<file path="config.mk">
export PLATFORM = sky130hd
export DESIGN_NAME = dff_bank_activity_monitor
export DESIGN_NICKNAME = d
export VERILOG_FILES = /design/src/rtl/dff_bank_activity_monitor.sv
export SDC_FILE = /design/constraint.sdc
export NUM_CORES = 1
export LEC_CHECK = 0
export ABC_AREA = 1
export CORE_ASPECT_RATIO = 0.5
export CORE_UTILIZATION = 40
export CTS_CLUSTER_SIZE = 40
export DETAILED_ROUTE_END_ITERATION = 8
export GPL_TIMING_DRIVEN = 0
export PLACE_DENSITY = 0.58
export SYNTH_ARGS = -nofsm -noshare
export SYNTH_HDL_FRONTEND = slang
export SYNTH_SLANG_ARGS = --single-unit
</file>
<file path="constraint.sdc">
create_clock -name CLK -period 10.83 [get_ports CLK]
set_input_delay 1.6245 -clock CLK [delete_from_list [all_inputs] [get_ports CLK]]
set_output_delay 1.6245 -clock CLK [all_outputs]
set_load 0.02 [all_outputs]
</file>
<file path="src/rtl/dff_bank_activity_monitor.sv">
// Activity monitor for a DFFASX1 flop bank. Counts total and rising
// transitions of Q_IN over a programmable window, flags any Q/QN bit pair
// that is not complementary, and hands each window's result to the
// power-log collector over a valid/ready handshake.
module dff_bank_activity_monitor #(
  parameter int N     = 8,
  parameter int CNT_W = 24,
  parameter int WIN_W = 16
) (
  input  logic             CLK,
  input  logic             RST,
  input  logic             EN,
  input  logic [WIN_W-1:0] WIN_LEN,
  input  logic [N-1:0]     Q_IN,
  input  logic [N-1:0]     QN_IN,
  output logic             RES_VALID,
  input  logic             RES_READY,
  output logic [CNT_W-1:0] RES_TOGGLES,
  output logic [CNT_W-1:0] RES_RISES,
  output logic             RES_OVF,
  output logic             RES_DROP,
  output logic             COMPL_ERR
);

  localparam int PW = $clog2(N + 1);
  // Sum width is wide enough for either operand plus a carry bit.
  localparam int SW = ((CNT_W > PW) ? CNT_W : PW) + 1;
  localparam logic [CNT_W-1:0] ACC_MAX = '1;

  typedef enum logic {IDLE, COUNT} state_t;

  function automatic logic [PW-1:0] popcnt(input logic [N-1:0] v);
    logic [PW-1:0] c;
    c = '0;
    for (int i = 0; i < N; i++) c = c + PW'(v[i]);
    return c;
  endfunction

  // Returns {saturated, clamped_sum}.
  function automatic logic [CNT_W:0] sat_add(input logic [CNT_W-1:0] a,
                                             input logic [PW-1:0]    b);
    logic [SW-1:0] s;
    s = SW'(a) + SW'(b);
    if (s > SW'(ACC_MAX)) return {1'b1, ACC_MAX};
    return {1'b0, s[CNT_W-1:0]};
  endfunction

  state_t             state_q, state_d;
  logic [N-1:0]       prev_q, prev_d;
  logic [WIN_W-1:0]   win_len_q, win_len_d;
  logic [WIN_W-1:0]   cyc_q, cyc_d;
  logic [CNT_W-1:0]   tog_acc_q, tog_acc_d;
  logic [CNT_W-1:0]   rise_acc_q, rise_acc_d;
  logic               ovf_q, ovf_d;
  logic               drop_pend_q, drop_pend_d;
  logic               res_valid_q, res_valid_d;
  logic [CNT_W-1:0]   res_tog_q, res_tog_d;
  logic [CNT_W-1:0]   res_rise_q, res_rise_d;
  logic               res_ovf_q, res_ovf_d;
  logic               res_drop_q, res_drop_d;
  logic               compl_err_q, compl_err_d;

  logic [CNT_W:0]     tog_sum, rise_sum;
  logic [WIN_W:0]     cyc_inc;
  logic [WIN_W-1:0]   win_len_sel;
  logic               win_ovf;
  logic               publish;

  // Next-state: window sequencing, accumulation, publish/drop and sticky error.
  always_comb begin
    state_d     = state_q;
    prev_d      = prev_q;
    win_len_d   = win_len_q;
    cyc_d       = cyc_q;
    tog_acc_d   = tog_acc_q;
    rise_acc_d  = rise_acc_q;
    ovf_d       = ovf_q;
    drop_pend_d = drop_pend_q;
    res_valid_d = res_valid_q;
    res_tog_d   = res_tog_q;
    res_rise_d  = res_rise_q;
    res_ovf_d   = res_ovf_q;
    res_drop_d  = res_drop_q;
    publish     = 1'b0;

    tog_sum     = sat_add(tog_acc_q, popcnt(Q_IN ^ prev_q));
    rise_sum    = sat_add(rise_acc_q, popcnt(Q_IN & ~prev_q));
    win_ovf     = ovf_q | tog_sum[CNT_W] | rise_sum[CNT_W];
    cyc_inc     = {1'b0, cyc_q} + 1'b1;
    win_len_sel = (WIN_LEN == '0) ? WIN_W'(1) : WIN_LEN;

    // Every enabled cycle is a sampling cycle, baseline or counting.
    compl_err_d = compl_err_q | (EN & ~&(Q_IN ^ QN_IN));

    if (res_valid_q && RES_READY) res_valid_d = 1'b0;

    case (state_q)
      IDLE: begin
        if (EN) begin
          // Baseline capture: contributes no transitions.
          state_d    = COUNT;
          prev_d     = Q_IN;
          win_len_d  = win_len_sel;
          cyc_d      = '0;
          tog_acc_d  = '0;
          rise_acc_d = '0;
          ovf_d      = 1'b0;
        end
      end
      COUNT: begin
        if (!EN) begin
          // Partial window is abandoned; re-enable takes a new baseline.
          state_d = IDLE;
        end else begin
          prev_d = Q_IN;
          if (cyc_inc == {1'b0, win_len_q}) begin
            // Last sample of the window: publish and roll straight into the next.
            publish    = 1'b1;
            tog_acc_d  = '0;
            rise_acc_d = '0;
            ovf_d      = 1'b0;
            cyc_d      = '0;
            win_len_d  = win_len_sel;
          end else begin
            tog_acc_d  = tog_sum[CNT_W-1:0];
            rise_acc_d = rise_sum[CNT_W-1:0];
            ovf_d      = win_ovf;
            cyc_d      = cyc_inc[WIN_W-1:0];
          end
        end
      end
      default: state_d = IDLE;
    endcase

    if (publish) begin
      if (!res_valid_q || RES_READY) begin
        res_valid_d = 1'b1;
        res_tog_d   = tog_sum[CNT_W-1:0];
        res_rise_d  = rise_sum[CNT_W-1:0];
        res_ovf_d   = win_ovf;
        res_drop_d  = drop_pend_q;
        drop_pend_d = 1'b0;
      end else begin
        // Collector stalled: hold the old result, remember the loss.
        drop_pend_d = 1'b1;
      end
    end
  end

  // State registers with synchronous reset.
  always_ff @(posedge CLK) begin
    if (RST) begin
      state_q     <= IDLE;
      prev_q      <= '0;
      win_len_q   <= '0;
      cyc_q       <= '0;
      tog_acc_q   <= '0;
      rise_acc_q  <= '0;
      ovf_q       <= 1'b0;
      drop_pend_q <= 1'b0;
      res_valid_q <= 1'b0;
      res_tog_q   <= '0;
      res_rise_q  <= '0;
      res_ovf_q   <= 1'b0;
      res_drop_q  <= 1'b0;
      compl_err_q <= 1'b0;
    end else begin
      state_q     <= state_d;
      prev_q      <= prev_d;
      win_len_q   <= win_len_d;
      cyc_q       <= cyc_d;
      tog_acc_q   <= tog_acc_d;
      rise_acc_q  <= rise_acc_d;
      ovf_q       <= ovf_d;
      drop_pend_q <= drop_pend_d;
      res_valid_q <= res_valid_d;
      res_tog_q   <= res_tog_d;
      res_rise_q  <= res_rise_d;
      res_ovf_q   <= res_ovf_d;
      res_drop_q  <= res_drop_d;
      compl_err_q <= compl_err_d;
    end
  end

  assign RES_VALID   = res_valid_q;
  assign RES_TOGGLES = res_tog_q;
  assign RES_RISES   = res_rise_q;
  assign RES_OVF     = res_ovf_q;
  assign RES_DROP    = res_drop_q;
  assign COMPL_ERR   = compl_err_q;

endmodule

</file>
==> out/results.tsv <==
metric	value	unit
async_flop_share	0	
cp-end-kind	register	
vias	9141	
grt_overflow_total	0	
cts_resized	0	
wl_per_cell	15.0	um
maxCapViolCount	0	
core-area	0.0220	mm2
pin_count	88	
synth_cells	1429	
grt_max_degree	17	
fmax	150	MHz
post-route-period-util	0.617	
cts_tree	yes	
critPathMaxFanout	10	
cts.sinks	143	
maxSlewViolCount	0	
track_usage	0.246	
numCtsBuffers	17	
ys.flop_type	dfxtp_1	
setup_viol	0	
grt_pass1_wl	44700	um
dp_hpwl	21400	um
final_nets	1600	
clk_latency	450	ps
relSlewSlack	0.419	
arrival	7030	ps
yosys.area.top_type	dfxtp_1	
fin_setup_tns	0	ps
rsz0062_at_grt	false	
drive_gt1_frac	0.0557	
clockBufferDepth	2	
first_pass_iters	5	
syn_avg_cell_area	6.35	um2
first_iter_violations	568	
drc	0	
grt_pass1_vias	8598	
start_util	0.413	
die_w	215	um
min_path_type	register to register	
synth_edf_count	0	
antenna_found_initial	0	
synth-seq-cells	143	
postRouteAntennaNets	0	
p_per_area	123	mW/mm2
n_antenna_cell	0	
skew	10.4	ps
power	1.33	mW
tightest_slew	871	ps
path_clk_slew	60	ps
status	finished, final reports clean	
reg2reg_setup_slack	5520	ps
critPathLaunchType	primary input	
ir_worst_vdd	0.0780	mV
post_drt_via_cell_ratio	4.96	
synthesis.nets	1496	
finalHoldViolations	0	
cp.required	11180	ps
wl	27600	um
gp_congestion	0.916	
hold_ws	459	ps
yosys_warnings	0	
rows	38	
place_inst	1814	
post_cts_buffers	0	
synth_area_leaders	dfxtp_1, nand2_1, inv_1, nand3_1, nand4_1	
fin_crit	6680	ps
netlist_area	0.00908	mm2
ctsHoldBuffers	0	
htree_levels	4	
yosysTopAreaCellShare	0.315	
die_h	109	um
power_leakage	4.67	nW
final_cell_count_no_fill	1843	
die_area	0.0233	mm2
synthDistinctLibCells	42	
clockRootBuffer	clkbuf_16	
area_growth	19.5	%
port_buffers	85	
seq_area_frac_synth	0.315	
critPathKind	primary input to register	
area by class of cell:
cell class	instances	area [um2]
fillers	2308	11100
multi-input cells	960	4910
flip-flops and latches	143	2860
inverters	254	953
repair buffers	85	851
clock buffers	21	450
well taps	300	375
plain buffers	72	357
clock inverters	8	92.6
power breakdown:
part           switching, mW  leakage [nW]  internal, mW  total, mW
combinational          0.137          3.24        0.0791      0.216
sequential           0.00701          1.16         0.537      0.544
clock                  0.235         0.268         0.338      0.573
worst paths after layout:
path         depth (start not counted)              startpoint                     endpoint
max                                 23                 Q_IN[0]  RES_TOGGLES[0]$_SDFFE_PP0P_
min                                  2    COMPL_ERR$_SDFF_PP0_         COMPL_ERR$_SDFF_PP0_
max reg2reg                         23  prev_q[0]$_SDFFE_PP0P_  RES_TOGGLES[0]$_SDFFE_PP0P_
min reg2reg                          2    COMPL_ERR$_SDFF_PP0_         COMPL_ERR$_SDFF_PP0_
state kept, by name (all words and copies together) (netlist names), 8 cells and up:
register / count
cyc_q: 16
RES_TOGGLES: 24
win_len_q: 16
tog_acc_q: 24
RES_RISES: 24
prev_q: 8
rise_acc_q: 24
cell usage after synthesis, types with 11 or more instances:
library cell and instances:
ha_1 21, nor3_1 17, buf_1 15, inv_1 250, a21oi_1 88, nand3b_1 16
xor2_1 29, dfxtp_1 143, clkbuf_1 32, buf_2 15, nand3_1 107, o21ai_0 11
nand4_1 81, nand2_1 391, nor2_1 130
logic make-up after synthesis:
family | count (synthesis) | share of synthesized area
AOI/OAI and AO/OA | 108 | 0.0624
buffers and inverters | 326 | 0.144
DFF | 143 | 0.315
xor gates and xnor gates | 39 | 0.0376
adders and majority gates | 31 | 0.0510
and+or+nand+nor | 782 | 0.389
metrics by stage:
step / util / worst slack (ps) / instance area (um2)
global route: 0.494 / 3830 / 10800
detailed placement: 0.469 / 3690 / 10300
floorplan: - / 5020 / 9080
CTS: 0.494 / 4160 / 10800
global placement: 0.469 / 3740 / 10300
finish: 0.494 / 4150 / 10800
layer usage:
metal,vias up,share of wire,GRT usage
li1,4693,-,-
met1,4234,0.50,0.334
met2,190,0.44,0.405
met3,24,0.046,0.0504
met4,0,0.0094,0.0507
met5,-,0,0
critical path, cell delays in order:
cell and delay (ps):
clkdlybuf4s50_1 490, ha_1 340, inv_1 100, fa_1 450, fa_1 550, inv_1 60, fa_1 530, inv_1 50
fa_1 460, fa_1 420, nand3_1 100, nand3_1 100, nand2_1 140, nor2_1 120, nand3_1 170, inv_1 60
nand2_1 300, clkbuf_1 450, nand2_1 180, inv_1 110, nand3_1 80, nand2_1 90, nor2_1 50
placed cells by master (no fill, tap or decap), types with 6 or more instances in the layout:
cell type        netlist  routed
xnor2_1               10      10
inv_1                250     250
o21ai_0               11      11
xor2_1                29      29
buf_2                 15      15
dfxtp_1              143     143
nor2_1               130     130
clkbuf_16              0      17
a21oi_1               88      88
buf_6                  6       6
nand3b_1              16      16
nand2_1              391     391
ha_1                  21      21
nand4_1               81      81
nor3_1                17      17
nor2_2                 6       6
clkdlybuf4s50_1        0      85
clkbuf_1              32      35
nand3_2               10      10
fa_1                  10      10
nor4_1                 6       6
buf_1                 15      15
nand3_1              107     107
(Power assumes the default switching activity.)
